File: src/rtl/spi_peek_bank.sv
// spi_peek_bank: SPI slave giving a microcontroller peek/poke access to a bank of CHANNELS registers
// Ports: clk, reset (async, active high); ucSCLK/ucMOSI/ucSEL_ in, ucMISO out (SPI slave pins);
//   data_in/data_out packed per channel at [k*DATA_BITS +: DATA_BITS]; wr_stb/rd_stb per-channel
//   one-clk strobes; frame_err one-clk pulse on a short/aborted frame; busy while a frame is open.
module spi_peek_bank #(
  parameter int DATA_BITS = 32,
  parameter int CHANNELS = 4,
  parameter int CPOL = 0,
  parameter int CPHA = 0
) (
  input  logic                          clk,
  input  logic                          reset,
  input  logic                          ucSCLK,
  input  logic                          ucMOSI,
  output logic                          ucMISO,
  input  logic                          ucSEL_,
  input  logic [CHANNELS*DATA_BITS-1:0] data_in,
  output logic [CHANNELS*DATA_BITS-1:0] data_out,
  output logic [CHANNELS-1:0]           wr_stb,
  output logic [CHANNELS-1:0]           rd_stb,
  output logic                          frame_err,
  output logic                          busy
);
  localparam logic [1:0] IDLE = 2'd0, CMD = 2'd1, DATA = 2'd2, DONE = 2'd3;
  localparam int CW = $clog2(DATA_BITS);
  localparam logic POL = CPOL != 0;
  localparam logic SAMPLE_RISE = (CPOL != 0) == (CPHA != 0);
  logic [2:0] sclk_s, sel_s;
  logic [1:0] mosi_s;
  logic [1:0] state;
  logic [CW-1:0] cnt;
  logic [7:0] cmd, cmd_next;
  logic [DATA_BITS-1:0] in_sr, out_sr, cap;
  logic hold;
  logic [CHANNELS-1:0] rd_vec, wr_vec;
  logic rise, fall, sample, shift, sel_rise, sel_fall;
  // edges are taken between the two oldest synchroniser stages
  assign rise = sclk_s[1] & ~sclk_s[2];
  assign fall = ~sclk_s[1] & sclk_s[2];
  assign sample = SAMPLE_RISE ? rise : fall;
  assign shift = SAMPLE_RISE ? fall : rise;
  assign sel_rise = sel_s[1] & ~sel_s[2];
  assign sel_fall = ~sel_s[1] & sel_s[2];
  assign cmd_next = {cmd[6:0], mosi_s[1]};
  assign busy = state != IDLE;
  assign ucMISO = state == DATA && out_sr[DATA_BITS-1];
  // channel decode: out-of-range indices match nothing, giving a zero load and no strobes
  always_comb begin
    cap = '0;
    rd_vec = '0;
    wr_vec = '0;
    for (int k = 0; k < CHANNELS; k++) begin
      if (cmd_next[6:0] == 7'(k)) begin
        cap = data_in[k*DATA_BITS +: DATA_BITS];
        rd_vec[k] = 1'b1;
      end
      if (state == DONE && cmd[7] && cmd[6:0] == 7'(k)) wr_vec[k] = 1'b1;
    end
  end
  always_ff @(posedge clk or posedge reset)
    if (reset) begin
      sclk_s <= {3{POL}};
      sel_s <= 3'b111;
      mosi_s <= 2'b00;
      state <= IDLE;
      cnt <= '0;
      cmd <= '0;
      in_sr <= '0;
      out_sr <= '0;
      hold <= 1'b0;
      data_out <= '0;
      wr_stb <= '0;
      rd_stb <= '0;
      frame_err <= 1'b0;
    end else begin
      sclk_s <= {sclk_s[1:0], ucSCLK};
      sel_s <= {sel_s[1:0], ucSEL_};
      mosi_s <= {mosi_s[0], ucMOSI};
      wr_stb <= '0;
      rd_stb <= '0;
      frame_err <= 1'b0;
      if (sel_rise) begin
        state <= IDLE;
        frame_err <= state == CMD || state == DATA;
        wr_stb <= wr_vec;
        for (int k = 0; k < CHANNELS; k++)
          if (wr_vec[k]) data_out[k*DATA_BITS +: DATA_BITS] <= in_sr;
      end else if (state == IDLE) begin
        if (sel_fall) begin
          state <= CMD;
          cnt <= '0;
        end
      end else if (state == CMD) begin
        if (sample) begin
          cmd <= cmd_next;
          cnt <= cnt + 1'b1;
          if (cnt == CW'(7)) begin
            state <= DATA;
            cnt <= '0;
            out_sr <= cap;
            rd_stb <= rd_vec;
            hold <= 1'b1;
          end
        end
      end else if (state == DATA) begin
        if (sample) begin
          in_sr <= {in_sr[DATA_BITS-2:0], mosi_s[1]};
          cnt <= cnt + 1'b1;
          if (cnt == CW'(DATA_BITS - 1)) state <= DONE;
        end
        // with CPHA=1 the MSB must survive the leading edge that directly follows the load
        if (shift) begin
          if (CPHA != 0 && hold) hold <= 1'b0;
          else out_sr <= {out_sr[DATA_BITS-2:0], 1'b0};
        end
      end
    end
endmodule

File: config.mk
export PLATFORM = sky130hd
export DESIGN_NAME = spi_peek_bank
export DESIGN_NICKNAME = d
export VERILOG_FILES = /design/src/rtl/spi_peek_bank.sv
export SDC_FILE = /design/constraint.sdc
export NUM_CORES = 1
export LEC_CHECK = 0
export ABC_AREA = 1
export BUFFER_PORTS_ARGS = -buffer_cell sky130_fd_sc_hd__buf_2
export CAP_MARGIN = 20
export CORE_UTILIZATION = 55
export CTS_CLUSTER_DIAMETER = 30
export CTS_CLUSTER_SIZE = 25
export DETAILED_ROUTE_END_ITERATION = 8
export PLACE_DENSITY = 0.85
export SYNTH_ARGS = -nofsm -noshare
export SYNTH_HDL_FRONTEND = slang
export SYNTH_SLANG_ARGS = --single-unit
File: constraint.sdc
create_clock -name clk -period 10.1 [get_ports clk]
set_input_delay 1.01 -clock clk [delete_from_list [all_inputs] [get_ports clk]]
set_output_delay 1.01 -clock clk [all_outputs]
set_load 0.005 [all_outputs]
==> results of run 1 <==
[synthesized netlist by cell type]
master     number
dfrtp_1       221
nor3_2          1
inv_2           1
nand3b_1        3
inv_1         124
buf_4           6
nor2_1        171
o21ai_2         1
nor4_1          2
o22ai_1         1
nand3_2         1
o2111ai_1       3
dfstp_2         3
buf_2          31
o21bai_1        1
nand4_1         4
clkbuf_1       24
nor3_1          2
ha_1           11
o21ai_0       116
nand4_2         1
mux2_2          1
nand2_1       203
nor2_2          4
nand2_2         4
or2_2           1
buf_6          10
o21ai_1        18
buf_1           2
nand3_1        99
a21oi_1       131
[state kept, by name, indices dropped and copies added (netlist names)]
signal and flops:
sel_s 3, state 2, mosi_s 2, frame_err 1
data_out 128, wr_stb 4, sclk_s 3, in_sr 32
cnt 5, out_sr 32, cmd 8, rd_stb 4
[area by class of cell]
class                           count  area, sq um
Tap cell                          229        286.5
Sequential cell                   224         5609
Fill cell                        1333         5104
Clock buffer                       50         1079
Clock inverter                     19        324.1
Inverter                          125        476.7
Timing Repair Buffer              282         1483
Multi-Input combinational cell    779         3600
Antenna cell                        1        2.502
[worst paths after layout]
check	start	end	slack [ns]	cells after the start
worst max-delay path	state[1]	out_sr[31]	6.77	9
worst min-delay path	sclk_s[0]	sclk_s[1]	0.34	0
worst max register to register	state[1]	out_sr[31]	6.77	9
worst min register to register	sclk_s[0]	sclk_s[1]	0.34	0
max in group asynchronous	reset	data_out[123]	8.35	3
min in group asynchronous	reset	data_out[66]	0.52	2
[kinds of logic (layout without fill, tap and decap cells)]
kind of cell	count (synthesis)	in the layout	share of synthesized area, %
AOI/OAI and AO/OA	271	271	13.65
adders and majority gates	11	11	1.367
buffers and inverters	198	476	8.734
DFF	224	224	55.70
muxes	1	1	0.1118
other	0	1	0
and+or+nand+nor	496	496	20.44
[metal layers]
metal / track usage [%] / vias up / routed length [um]
met5: 0 / - / 0
met4: 14.90 / 0 / 1075
met3: 5.408 / 76 / 1908
met2: 49.24 / 405 / 13440
met1: 34.90 / 4302 / 10530
li1: - / 4380 / -
[power groups by stage]
stage / combinational, mW / clock (mW) / sequential, mW
6_report: 0.486 / 1.40 / 0.936
4_1_cts: 0.470 / 1.41 / 0.935
2_1_floorplan: 0.356 / 0 / 0.946
3_3_place_gp: 0.456 / 0 / 0.948
3_5_place_dp: 0.464 / 0 / 0.949
5_1_grt: 0.551 / 1.45 / 0.938
==> metrics.csv, run 1 <==
metric,value,unit
status,"complete, no violations",
grt_setup_unrepaired,no,
ant_nets,0,
dieArea,18860,sq um
netlist_area,10070,sq um
synth_top_area_cell,dfrtp_1,
setup_viol_count_final,0,
hold_viol,0,
fin_skew,0.02521,ns
viasPerCell,5.362,
numClockSinks,224,
yosysTopAreaCellShare,54.91,%
power.internal,2.031,mW
worst_pin_slew,1.058,ns
final_cell_mix,"buf_2, dfrtp_1, nand2_1",
relSlewSlack,29.22,%
netlist_instances,1201,
seq_power_share,33.2,%
final_nets,1595,
fin_util,71.59,%
io_pins,272,
post-place-cells,1636,
gr-usage-all-layers,28.89,%
cp_cell_sequence,inv_1 -> ha_1 -> inv_2 -> nand2_1 -> o21ai_2 -> nand2_2 -> inv_2 -> nor2_1 -> a21oi_1,
crit_type,reg -> reg,
cts_root_buf,clkbuf_16,
critical_path.slowest_cell,inv_2,
yosysUniqueCellTypes,31,
post_route_cells_drive_above_1_share,24.88,%
htree_levels,2,
drt-total-wl,26960,um
place_ws,6.891,ns
power,2.818,mW
post_dp_cell_area,11390,sq um
final_cells,1709,
wire_per_inst,15.77,um
crit_fanout,66,
end_kind,register,
cp_num_buf_inv,3,
hpwl,17400,um
grt_pass1_vias,8764,
setup_ws,6.770,ns
avgSynthCellArea,8.385,sq um
critical_path_required,10.51,ns
synthTopCellsByArea,"dfrtp_1, nand2_1, a21oi_1, nor2_1, o21ai_0",
dr.pass1.iters,5,
syn_nets,1345,
grt_max_degree,158,
synth-warning-count,0,
grt_antenna_before_repair,1,
cts_hold_buf,0,
path_common_cell,inv_2,
gp_congestion,0.8996,
max_stage_delay,0.77,ns
numCtsBuffers,39,
cts_post_setup_buffers_inserted,0,
synth-seq-cells,224,
overflow,0,
finalCriticalPeriod,3.330,ns
die_y,137.3,um
p_leak,7.127,nW
vias,9163,
coreArea,17960,sq um
drc,0,
cts_resized,0,
rows,49,
clock.fmax,300.3,MHz
ys_seq_area_share,55.70,%
start_kind,register,
clk_pin_slew,0.05,ns
pwr_density_cell,219.1,nW/um^2
cap_viol_max_count,0,
clockBufferDepth,3,
hold_path.class,reg -> reg,
final.setup.tns,0,ns
crit_family,buffers and inverters,
layout_commonest_cell,buf_2,
maxSlewViolCount,0,
areaGrowthSynthToFinish,27.69,%
worstPathArrival,3.74,ns
pwr-share-clk,49.5,%
swShare,27.90,%
io_buffer_count,271,
ir_drop,0.0001294,V
fin_hold_ws,0.3411,ns
insertion_delay,0.52,ns
grt_pass1_wl,42640,um
tritoncts,yes,
drt_iter0_drc,697,
p_sw,786.2,uW
finalCritPeriodShare,32.97,%
initial_core_util,56.06,%
die_width,137.3,um
combPwrFrac,17.2,%
final_cell_area,12860,sq um
Power figures use the tool's default switching activity.
==> run 2: changes to the inputs <==
Settings changed: CORE_UTILIZATION 55 to 48, PLACE_DENSITY 0.85 to 0.79.
Clock period 10.1 ns to 3 ns, I/O delays scaled along.
==> run 2 against run 1 <==
Utilization decreased by 7.0 points. First-iteration DRC count down 12%. Sequential share of layout area shrank 1.1 points. Combinational power rose to 3.5 times the previous value. Worst setup slack worse by 6.2 ns. Critical path type unchanged.
==> metrics.csv, run 2 (same netlist as run 1, synthesis figures left out) <==
metric,value,unit,change
status,"complete, no violations",,
numClockSinks,224,,unchanged
areaGrowthSynthToFinish,31.00,%,
rows,52,,+6.1%
coreArea,20430,sq um,+14%
die_width,146.9,um,+6.9%
p_leak,7.272,nW,+2.0%
ant_nets,0,,unchanged
gr-usage-all-layers,25.59,%,-3.3 points
overflow,0,,unchanged
dieArea,21560,sq um,+14%
dr.pass1.iters,5,,unchanged
path_depth,9,,unchanged
viasPerCell,5.174,,-3.5%
final_nets,1614,,+1.2%
grt_antenna_before_repair,1,,unchanged
end_kind,register,,
maxSlewViolCount,0,,unchanged
seqCellArea,5609,sq um,unchanged
start_kind,register,,
multi_input_area,3600,sq um,unchanged
drc,0,,unchanged
drt_iter0_drc,611,,-12%
cap_viol_max_count,0,,unchanged
io_pins,272,,unchanged
relSlewSlack,47.31,%,+18 points
grt_use_met2,44.41,%,-4.8 points
grt_pass1_vias,8951,,+2.1%
r2r_cells,9,,unchanged
setup_viol_count_final,0,,unchanged
grt-busiest-layer,met2,,
hold_path.class,in -> reg,,
vias,9164,,+0.011%
grt_max_degree,82,,-48%
layout_commonest_cell,buf_2,,
setup_ws,0.6042,ns,-6.166 ns
critical_path_required,3.42,ns,-7.09 ns
clk_pin_slew,0.05,ns,about the same
crit_type,reg -> reg,,
largest_register_ffs,128,,unchanged
grt_use_met1,31.39,%,-3.5 points
place_ws,0.6197,ns,-6.271 ns
grt_pass1_wl,44260,um,+3.8%
hold-path-cell-count,5,,+5
io_buffer_count,271,,unchanged
clockBufferDepth,3,,unchanged
crit_fanout,32,,-52%
r2r_slack,0.60,ns,-6.17 ns
numCtsBuffers,41,,+5.1%
critical_path.slowest_cell,dfrtp_1,,
clock.fmax,417.4,MHz,+39%
pwr_density_cell,745.8,nW/um^2,+240%
die_y,146.9,um,+6.9%
wire_per_inst,15.21,um,-3.5%
grt_setup_unrepaired,no,,
cp_cell_sequence,inv_1 -> ha_1 -> nor2_2 -> nand3_2 -> o21ai_2 -> nand2_2 -> inv_2 -> nor2_1 -> a21oi_1,,
worst_pin_slew,0.7885,ns,-0.2695 ns
final.setup.tns,0,ns,unchanged
worstPathArrival,2.82,ns,-0.92 ns
fill_cells,1655,,+24%
fin_skew,0.01142,ns,-0.01378 ns
finalCriticalPeriod,2.396,ns,-0.9339 ns
post_route_cells_drive_above_1_share,25.93,%,+1.1 points
htree_levels,2,,unchanged
cp_num_buf_inv,2,,-1
finalCritPeriodShare,79.86,%,+47 points
gp_congestion,0.9138,,+1.6%
hpwl,17850,um,+2.6%
hold_viol,0,,unchanged
largestRegisters,"data_out: 128 flops, in_sr: 32 flops, out_sr: 32 flops",,
largest-register,data_out,,
crit_family,simple AND/OR/NAND/NOR gates,,
max_stage_delay,0.46,ns,-0.31 ns
met3_usage,5.217,%,-0.19 points
final_cell_mix,"buf_2, dfrtp_1, nand2_1",,
initial_core_util,49.30,%,-6.8 points
insertion_delay,0.50,ns,-0.02 ns
tritoncts,yes,,
ir_drop,0.0003917,V,+200%
cts_root_buf,clkbuf_16,,
drt-total-wl,26950,um,about the same
[run 2: cell types whose count changed in the layout (fill, tap and decap cells not counted), sizes merged]
cell | previous run | this run
buf | 282 | 295
clkinv | 6 | 9
inv | 129 | 125
dlygate4sd3 | 0 | 4
clkinvlp | 1 | 3
clkbuf | 50 | 52
bufinv | 8 | 9
[run 2: worst paths after layout]
check | to | startpoint
hold / removal | out_sr[0] | data_in[96]
hold reg to reg | mosi_s[1] | mosi_s[0]
min in group asynchronous | data_out[120] | reset
setup / recovery | out_sr[15] | state[0]
max in group asynchronous | in_sr[29] | reset
setup reg to reg | out_sr[15] | state[0]
[run 2: final cells by class]
type,count,share of cell area (%)
Clock inverter,21,2.741
Clock buffer,52,8.773
Inverter,125,3.585
Tap cell,270,2.561
Sequential cell,224,42.52
Multi-Input combinational cell,779,27.29
Timing Repair Buffer,299,12.52
Antenna cell,1,0.01897
[run 2: power by group]
part	switching [mW]	leakage (nW)	internal [mW]
Sequential	0.0583	2.94	3.09
Clock	1.51	0.741	3.50
Combinational	1.13	3.60	0.545
Total	2.71	7.27	7.13
[run 2: timing repair]
action,CTS,global route
resized for setup,0,0
hold buffers,4,0
setup buffers,0,0
hold endpoints to repair,24,0
[run 2: layer usage]
layer | part of all wire (%) | wire [um]
met2 | 50 | 13570
met4 | 2.6 | 694
met5 | 0 | 0
met1 | 40 | 10760
met3 | 7.1 | 1923
[run 2: stage by stage]
stage | power (mW) | utilization [%] | area [sq um] | std cells | hold WS (ns)
after detailed placement | 4.861 | 56.93 | 11630 | 1693 | 0.3358
after CTS | 9.895 | 64.56 | 13190 | 1770 | 0.1395
final | 9.840 | 64.58 | 13190 | 1771 | 0.1569
after floorplan | 4.382 | - | 10070 | 1201 | 0.3045
after global routing | 10.25 | 64.58 | 13190 | 1771 | 0.1952
after global placement | 4.831 | 56.93 | 11630 | 1693 | 0.3325
[run 2: tightest hold or removal path: cells and delay by family]
kind | cells | cell delay [ns]
buf+inv | 1 | 0.08
simple gates | 4 | 0.24
==> run 3: changes to the inputs <==
Settings changed: ABC_AREA 1 to 0, CORE_UTILIZATION 48 to 47, PLACE_DENSITY 0.79 to 0.78.
Clock period 3 ns to 2.2 ns, I/O delays scaled along.
==> run 3 against run 2 <==
Count of clock-buffer cells in the layout up 1. Maximum frequency up 23%. Register-to-register slack worse by 0.35 ns. Wire length down 15%. Synthesized area down 2.9%. Largest power group unchanged. Global-route usage down 2.9 points.
==> metrics.csv, run 3 <==
metric,value,unit,change
synth_common_cells,"dfrtp_1, mux2_2, nor2_1",,
synth-xor-area-share,0,%,unchanged
largestRegisters,"data_out: 128 flops, in_sr: 32 flops, out_sr: 32 flops",,
synth_fa_ha_area_share,1.408,%,+0.041 points
cp_cell_sequence,ha_1 -> nand4b_1 -> nor2_1 -> and2_2 -> buf_12 -> mux2_1,,
grt_pass1_vias,7249,,-19%
pwr-share-clk,52.2,%,+1.3 points
n_antenna_cell,0,,-1
place_ws,0.1835,ns,-0.4362 ns
cts_root_buf,clkbuf_16,,
worst_pin_slew,0.6436,ns,-0.1449 ns
ys_seq_area_share,57.37,%,+1.7 points
critical_path_required,2.58,ns,-0.84 ns
synth_compound_area_share,4.671,%,-9.0 points
htree_levels,2,,unchanged
ant_nets,0,,unchanged
r2r_slack,0.25,ns,-0.35 ns
final_nets,1131,,-30%
crit_fanout,33,,+3.1%
grt_use_met1,27.51,%,-3.9 points
cp_num_buf_inv,1,,-1
seq_power_share,35.3,%,+3.3 points
die_width,146.2,um,-0.42%
synth-simple-area-share,7.064,%,-13 points
synth_edf_count,0,,unchanged
status,"complete, no violations",,
min_to,out_sr[24],,
grt_max_degree,71,,-13%
finalCriticalPeriod,1.948,ns,-0.4474 ns
fin_hold_ws,0.2902,ns,+0.1334 ns
largest-register,data_out,,
met3_usage,3.688,%,-1.5 points
initial_core_util,48.16,%,-1.1 points
coreArea,20300,sq um,-0.64%
start_kind,register,,
fin_util,64.44,%,-0.14 points
grt_setup_unrepaired,no,,
combPwrFrac,12.5,%,-4.6 points
synth.mux.area_fraction,26.38,%,+26 points
wire_per_inst,17.83,um,+17%
gp_congestion,0.7913,,-13%
netlist_instances,686,,-43%
grt_use_met2,40.07,%,-4.3 points
setup_viol_count_final,0,,unchanged
end_kind,register,,
grt_antenna_before_repair,0,,-1
layout_commonest_cell,buf_2,,
async_reset_ff_share,100.0,%,unchanged
hold-path-cell-count,4,,-1
areaGrowthSynthToFinish,33.79,%,
yosysMostFrequentCell,dfrtp_1,,
tritoncts,yes,,
die_y,146.2,um,-0.42%
hold_viol,0,,unchanged
swShare,25.06,%,-2.4 points
drc,0,,unchanged
synth_top_family_by_area,multiplexers,,
crit_family,flip-flops,,
yosysUniqueCellTypes,41,,+32%
relSlewSlack,57.00,%,+9.7 points
post_dp_cell_area,11610,sq um,-0.22%
netlist_area,9777,sq um,-2.9%
grt-busiest-layer,met2,,
rows,52,,unchanged
post_route_cells_drive_above_1_share,53.97,%,+28 points
largest_register_ffs,128,,unchanged
clockBufferDepth,3,,unchanged
synth-seq-cells,224,,unchanged
vias,6895,,-25%
drt_iter0_drc,271,,-56%
gr-usage-all-layers,22.68,%,-2.9 points
worstPathArrival,2.33,ns,-0.49 ns
hold_path.class,in -> reg,,
synth_top_area_cell,dfrtp_1,,
hpwl,15360,um,-14%
synthTopCellsByArea,"dfrtp_1, mux2_2, mux4_2, mux2_1, o32a_1",,
synth-warning-count,0,,unchanged
numCtsBuffers,43,,+4.9%
r2r_cells,6,,-3
r2r-start,sel_s[1],,
numClockSinks,224,,unchanged
viasPerCell,5.341,,+3.2%
final_cell_area,13080,sq um,-0.85%
maxSlewViolCount,0,,unchanged
overflow,0,,unchanged
yosysTopAreaCellShare,56.57,%,+1.7 points
power.internal,9.079,mW,+27%
insertion_delay,0.52,ns,+0.02 ns
p_leak,7.056,nW,-3.0%
hp-start,data_in[24],,
drt-total-wl,23020,um,-15%
syn_nets,830,,-38%
clk_pin_slew,0.05,ns,about the same
fin_skew,0.01452,ns,+0.003099 ns
cap_viol_max_count,0,,unchanged
cts_post_setup_buffers_inserted,0,,unchanged
dr.pass1.iters,4,,-1
clock.fmax,513.2,MHz,+23%
io_pins,272,,unchanged
io_buffer_count,271,,unchanged
post-place-cells,1208,,-29%
avgSynthCellArea,14.25,sq um,+70%
final_cell_mix,"buf_2, dfrtp_1, mux2_2",,
finalCritPeriodShare,88.57,%,+8.7 points
grt_pass1_wl,38080,um,-14%
dieArea,21380,sq um,-0.84%
ys.flop_type,dfrtp_1,,
max_stage_delay,0.54,ns,+0.08 ns
crit_type,reg -> reg,,
final_cells,1291,,-27%
p_sw,3.036,mW,+12%
pwr_density_cell,926.2,nW/um^2,+24%
ir_drop,0.0004845,V,+24%
timing.rr.end,data_out[25],,
setup_ws,0.2516,ns,-0.3526 ns
critical_path.slowest_cell,dfstp_2,,
run 3: cell count changes in the layout (fill, tap and decap cells not counted), moves of 92 or more:
cell	previous run	this run
mux2_2	1	133
inv_1	122	13
o21ai_0	116	10
nand2_1	203	11
a21oi_1	131	2
nand3_1	97	5
nor2_1	170	69
run 3: per-layer routing:
layer | vias up | routed length, um
met5 | - | 0
met2 | 262 | 11880
met4 | 0 | 733
met1 | 3473 | 9242
li1 | 3104 | -
met3 | 56 | 1165
run 3: power by group through the flow:
stage | Sequential [mW] | Clock (mW) | Combinational [mW]
2_1_floorplan | 4.32 | 0 | 1.03
5_1_grt | 4.29 | 6.65 | 1.68
4_1_cts | 4.28 | 6.43 | 1.53
3_3_place_gp | 4.34 | 0 | 1.49
3_5_place_dp | 4.35 | 0 | 1.52
6_report | 4.28 | 6.32 | 1.51
run 3: cells by family after synthesis:
group                      count (synthesis)
muxes                                    197
adders and majority gates                 11
AOI/OAI and AO/OA                         55
DFF                                      224
buffers and inverters                     59
and+or+nand+nor                          140
run 3: how the worst max path moves through the flow:
stage,end,from,depth (start not counted)
global route,out_sr[9],state[0],6
floorplan,cmd[0],reset,1
finish,data_out[25],sel_s[1],6
detailed placement,rd_stb[0],state[0],7
global placement,rd_stb[0],state[0],7
CTS,rd_stb[0],state[0],7
run 3: cell type report:
class	instances	area, sq um
well taps	270	337.8
multi-input cells	403	3889
clock inverters	26	257.7
flip-flops and latches	224	5610
clock buffers	53	1175
inverters	14	56.30
fillers	1530	7219
repair buffers	301	1754
run 3: what timing repair did:
item / CTS / global route
setup endpoints to repair: 0 / 1
endpoints found under the hold margin: 25 / 0
hold buffers: 4 / 0
resized for setup: 0 / 1
run 3: metrics by stage:
stage,setup TNS (ns),total power [mW]
3_3_place_gp,0,5.838
4_1_cts,0,12.24
2_1_floorplan,-208.64,5.351
5_1_grt,0,12.62
3_5_place_dp,0,5.864
6_report,0,12.11
run 3: tightest hold or removal path, cell delays in order:
cell and delay (ns):
buf_2 0.07, mux4_2 0.21, nor2b_1 0.12, o32a_1 0.15
